[config.mk]
export PLATFORM = sky130hd
export DESIGN_NAME = mi_arbiter_2p
export DESIGN_NICKNAME = d
export VERILOG_FILES = /design/src/rtl/mi_arbiter_2p_pkg.sv /design/src/rtl/mi_arbiter_2p_pick.sv /design/src/rtl/mi_arbiter_2p.sv
export SDC_FILE = /design/constraint.sdc
export NUM_CORES = 1
export LEC_CHECK = 0
export ABC_AREA = 1
export CORE_AREA = 2 2 109 111
export DETAILED_ROUTE_END_ITERATION = 16
export DIE_AREA = 0 0 111 113
export PLACE_DENSITY = 0.72
export SYNTH_ARGS = -nofsm -noshare
export SYNTH_HDL_FRONTEND = slang
export SYNTH_HIERARCHICAL = 1
export SYNTH_SLANG_ARGS = --single-unit
[constraint.sdc]
create_clock -name clk_4x_s -period 2 [get_ports clk_4x_s]
set_input_delay 0.3 -clock clk_4x_s [delete_from_list [all_inputs] [get_ports clk_4x_s]]
set_output_delay 0.3 -clock clk_4x_s [all_outputs]
set_load 0.02 [all_outputs]
[src/rtl/mi_arbiter_2p_pkg.sv]
// Shared widths and FSM state encoding for the two-port QSPI memory-interface arbiter.
package mi_arbiter_2p_pkg;

    localparam int unsigned MI_AW = 24;
    localparam int unsigned MI_LW = 7;
    localparam int unsigned MI_DW = 32;
    localparam int unsigned SC_W  = 4;

    typedef enum logic [1:0] {
        ST_IDLE = 2'd0,
        ST_CMD  = 2'd1,
        ST_DATA = 2'd2
    } mi_state_e;

endpackage

[src/rtl/mi_arbiter_2p_pick.sv]
// Combinational winner select: round-robin (ARB_MODE=0) or port-1 priority with starvation cap.
module mi_arb_pick
    import mi_arbiter_2p_pkg::*;
#(
    parameter int unsigned ARB_MODE   = 0,
    parameter int unsigned MAX_STARVE = 4
) (
    input  logic [1:0]      valid_i,
    input  logic            owner_i,
    input  logic [SC_W-1:0] starve_cnt_i,
    output logic            any_o,
    output logic            win_o
);

    logic capped;

    always_comb begin
        any_o  = |valid_i;
        capped = valid_i[0] && (starve_cnt_i == SC_W'(MAX_STARVE));
        win_o  = 1'b0;
        if (ARB_MODE == 0) begin
            if (valid_i == 2'b11) win_o = ~owner_i;
            else                  win_o = valid_i[1];
        end else begin
            win_o = valid_i[1] && !capped;
        end
    end

endmodule

[src/rtl/mi_arbiter_2p.sv]
// Shares the single qpi_memctrl command/data port between cache (port 0) and video DMA (port 1).
module mi_arbiter_2p
    import mi_arbiter_2p_pkg::*;
#(
    parameter int unsigned ARB_MODE   = 0,
    parameter int unsigned MAX_STARVE = 4
) (
    input  logic                 clk_4x_s,
    input  logic                 rst,
    input  logic [2*MI_AW-1:0]   s_addr,
    input  logic [2*MI_LW-1:0]   s_len,
    input  logic [1:0]           s_rw,
    input  logic [1:0]           s_valid,
    output logic [1:0]           s_ready,
    input  logic [2*MI_DW-1:0]   s_wdata,
    output logic [1:0]           s_wack,
    output logic [1:0]           s_wlast,
    output logic [MI_DW-1:0]     s_rdata,
    output logic [1:0]           s_rstb,
    output logic [1:0]           s_rlast,
    output logic [MI_AW-1:0]     m_addr,
    output logic [MI_LW-1:0]     m_len,
    output logic                 m_rw,
    output logic                 m_valid,
    input  logic                 m_ready,
    output logic [MI_DW-1:0]     m_wdata,
    input  logic                 m_wack,
    input  logic                 m_wlast,
    input  logic [MI_DW-1:0]     m_rdata,
    input  logic                 m_rstb,
    input  logic                 m_rlast,
    output logic                 owner,
    output logic                 busy
);

    mi_state_e        state_q, state_d;
    logic [MI_AW-1:0] m_addr_q, m_addr_d;
    logic [MI_LW-1:0] m_len_q, m_len_d;
    logic             m_rw_q, m_rw_d;
    logic             m_valid_q, m_valid_d;
    logic             owner_q, owner_d;
    logic [SC_W-1:0]  starve_cnt_q, starve_cnt_d;
    logic             any_req, win;

    mi_arb_pick #(
        .ARB_MODE   (ARB_MODE),
        .MAX_STARVE (MAX_STARVE)
    ) u_pick (
        .valid_i      (s_valid),
        .owner_i      (owner_q),
        .starve_cnt_i (starve_cnt_q),
        .any_o        (any_req),
        .win_o        (win)
    );

    always_ff @(posedge clk_4x_s) begin
        if (rst) begin
            state_q      <= ST_IDLE;
            m_addr_q     <= '0;
            m_len_q      <= '0;
            m_rw_q       <= 1'b0;
            m_valid_q    <= 1'b0;
            owner_q      <= 1'b0;
            starve_cnt_q <= '0;
        end else begin
            state_q      <= state_d;
            m_addr_q     <= m_addr_d;
            m_len_q      <= m_len_d;
            m_rw_q       <= m_rw_d;
            m_valid_q    <= m_valid_d;
            owner_q      <= owner_d;
            starve_cnt_q <= starve_cnt_d;
        end
    end

    always_comb begin
        state_d      = state_q;
        m_addr_d     = m_addr_q;
        m_len_d      = m_len_q;
        m_rw_d       = m_rw_q;
        m_valid_d    = m_valid_q;
        owner_d      = owner_q;
        starve_cnt_d = starve_cnt_q;
        s_ready      = '0;
        unique case (state_q)
            ST_IDLE: begin
                if (any_req) begin
                    s_ready[win] = 1'b1;
                    m_addr_d     = win ? s_addr[2*MI_AW-1:MI_AW] : s_addr[MI_AW-1:0];
                    m_len_d      = win ? s_len[2*MI_LW-1:MI_LW]  : s_len[MI_LW-1:0];
                    m_rw_d       = s_rw[win];
                    m_valid_d    = 1'b1;
                    owner_d      = win;
                    state_d      = ST_CMD;
                    // Counts only p1 grants that made a waiting p0 wait; saturates at the cap.
                    if (!win)
                        starve_cnt_d = '0;
                    else if (s_valid[0] && (starve_cnt_q != SC_W'(MAX_STARVE)))
                        starve_cnt_d = starve_cnt_q + 1'b1;
                end
            end
            ST_CMD: begin
                if (m_ready) begin
                    m_valid_d = 1'b0;
                    state_d   = ST_DATA;
                end
            end
            ST_DATA: begin
                if (m_rw_q ? (m_rstb && m_rlast) : (m_wack && m_wlast))
                    state_d = ST_IDLE;
            end
            default: state_d = ST_IDLE;
        endcase
    end

    always_comb begin
        s_rstb  = '0;
        s_rlast = '0;
        s_wack  = '0;
        s_wlast = '0;
        if (state_q == ST_DATA) begin
            if (m_rw_q) begin
                s_rstb[owner_q]  = m_rstb;
                s_rlast[owner_q] = m_rlast;
            end else begin
                s_wack[owner_q]  = m_wack;
                s_wlast[owner_q] = m_wlast;
            end
        end
    end

    assign s_rdata = m_rdata;
    assign m_wdata = owner_q ? s_wdata[2*MI_DW-1:MI_DW] : s_wdata[MI_DW-1:0];
    assign m_addr  = m_addr_q;
    assign m_len   = m_len_q;
    assign m_rw    = m_rw_q;
    assign m_valid = m_valid_q;
    assign owner   = owner_q;
    assign busy    = (state_q != ST_IDLE);

endmodule

==> results.json <==
{
  "drtAntennaViolNets": 0,
  "final.period_utilization_pct": 96.5,
  "path_cells": "clkinv_1 -> buf_12 -> nand2_1 -> nand2_1 -> clkdlybuf4s50_1",
  "critPathLaunchType": "flip-flop",
  "critical_path_required_ns": 1.70,
  "grt_pass1_vias": 3009,
  "cp_top_family": "buffers and inverters",
  "multi_input_area_um2": 1100,
  "fin_cells": 676,
  "cts_sinks": 36,
  "clk_latency_ns": 0.27,
  "grt_max_degree": 37,
  "cts_hold_buf": 0,
  "nNetsFinal": 701,
  "crit_path_end_kind": "output port",
  "grt.total_usage_pct": 14.6,
  "drv_cap": 0,
  "maxSlewViolCount": 0,
  "grt_pass1_wl_um": 15100,
  "rsz0062_at_grt": "false",
  "yosys_warnings": 6,
  "layout_common_cells": "nand2_1 (198), clkdlybuf4s50_1 (179), dfxtp_1 (35), a31oi_1 (32), dlymetal6s2s_1 (18)",
  "slowest_delay_ns": 0.60,
  "nFillCells": 1157,
  "skew_ns": 0.00638,
  "cellLeakagePower_uw": 0.00201,
  "routed_wl_um": 9540,
  "setup-tns-final_ns": 0,
  "wl_per_cell_um": 14.1,
  "dp_hpwl_um": 7450,
  "clk_pin_slew_ns": 0.06,
  "power.density_nw_per_um2": 689,
  "rows": 39,
  "fp.dieArea_um2": 12500,
  "place.gp.congestion": 0.826,
  "cp.arrival_ns": 1.63,
  "syn_to_final_growth_pct": 102,
  "post-cts-setup-buffers": 0,
  "core_um2": 11300,
  "syn_area_per_cell_um2": 6.27,
  "drt_iter0_markers": 150,
  "power.total_uw": 3090,
  "synth.cell_area_um2": 2210,
  "dp.cells": 668,
  "cts_buffers": 5,
  "die_y_um": 113,
  "clock_path_buffers": 2,
  "antenna_found_initial": 0,
  "setup_slack_ns": 0.0704,
  "grt.overflow.total": 0,
  "cts_max_level": 2,
  "crit_path_frequent_cell": "nand2_1",
  "final_common_cell": "nand2_1",
  "io_pins": 278,
  "hold_slack_ns": 0.489,
  "sequential_cell_area_um2": 722,
  "drive_above_1_share_pct": 5.07,
  "hold_path.class": "flip-flop to flip-flop",
  "num_vias": 2956,
  "worstPathBufferInverterCount": 3,
  "max_freq_mhz": 518,
  "start_util_pct": 19.6,
  "n_antenna_cell": 0,
  "setup_violations": 0,
  "slew_headroom_pct": 73.7,
  "status": "finished, final reports clean",
  "cts_tree": "built",
  "worstSetupPathType": "flip-flop to output port",
  "critical-path-slowest-cell": "clkdlybuf4s50_1",
  "worstPathMaxFanout": 33,
  "viasPerCell": 4.37,
  "synth_fp_nets": 522,
  "drc": 0,
  "ir_worst_vdd_v": 0.000384,
  "fin_crit_ns": 1.93,
  "tightest_slew_ns": 0.394,
  "place_ws_ns": -0.206,
  "dieWidth_um": 111,
  "placement.io_buffers": 213,
  "finalHoldViolCount": 0,
  "cts-root-buf": "clkbuf_16",
  "synthCells": 353,
  "firstDrtPassIters": 4
}
## routing by layer
| metal | vias up | GRT usage [%] | routed length, um |
|---|---|---|---|
| li1 | 1451 | - | - |
| met5 | - | 0 | 0 |
| met4 | 0 | 5.50 | 207 |
| met2 | 163 | 26.3 | 4790 |
| met1 | 1316 | 16.6 | 3730 |
| met3 | 26 | 3.91 | 802 |
## area by class of cell
| cell class | count | area share [%] |
|---|---|---|
| Clock buffer | 7 | 3.41 |
| Clock inverter | 1 | 0.671 |
| Inverter | 11 | 0.922 |
| Multi-Input combinational cell | 254 | 24.5 |
| Sequential cell | 36 | 16.1 |
| Tap cell | 143 | 4.00 |
| Timing Repair Buffer | 224 | 50.3 |
## power breakdown
group          leakage [uW]  internal, uW  switching [uW]
clock network     0.0000901           656             282
logic               0.00162           648             657
registers          0.000297           799            44.2
total               0.00201          2100             983
## registers in the layout (all words and copies together), names as in the netlist
| register | flops |
|---|---|
| state_q | 2 |
| owner | 1 |
| m_addr | 24 |
| m_len | 7 |
| m_valid | 1 |
| m_rw | 1 |
## worst paths after layout
kind	startpoint	end	slack [ns]	depth (start not counted)
max	owner$_SDFFE_PP0P_	m_wdata[24]	0.07	5
min	m_addr[6]$_SDFFE_PP0P_	m_addr[6]$_SDFFE_PP0P_	0.49	2
max reg2reg	owner$_SDFFE_PP0P_	m_addr[1]$_SDFFE_PP0P_	0.47	7
min reg2reg	m_addr[6]$_SDFFE_PP0P_	m_addr[6]$_SDFFE_PP0P_	0.49	2
## stage by stage
step / cell area (um2) / utilization [%]
detailed placement: 4260 / 37.8
CTS: 4430 / 39.3
floorplan: 2210 / -
global route: 4480 / 39.7
global placement: 4260 / 37.8
finish: 4480 / 39.7
## worst reg2reg max path, delay by kind of cell (launching register included)
family	cells	cell delay (ns)
AOI/OAI and AO/OA	2	0.31
buffers and inverters	3	0.55
DFF	1	0.35
and+or+nand+nor	2	0.22
## timing repair
item / CTS / global route
hold endpoints to repair: 0 / 0
gates cloned: 0 / 0
setup endpoints to repair: 39 / 23
resized for setup: 16 / 25
(Power assumes the default switching activity.)
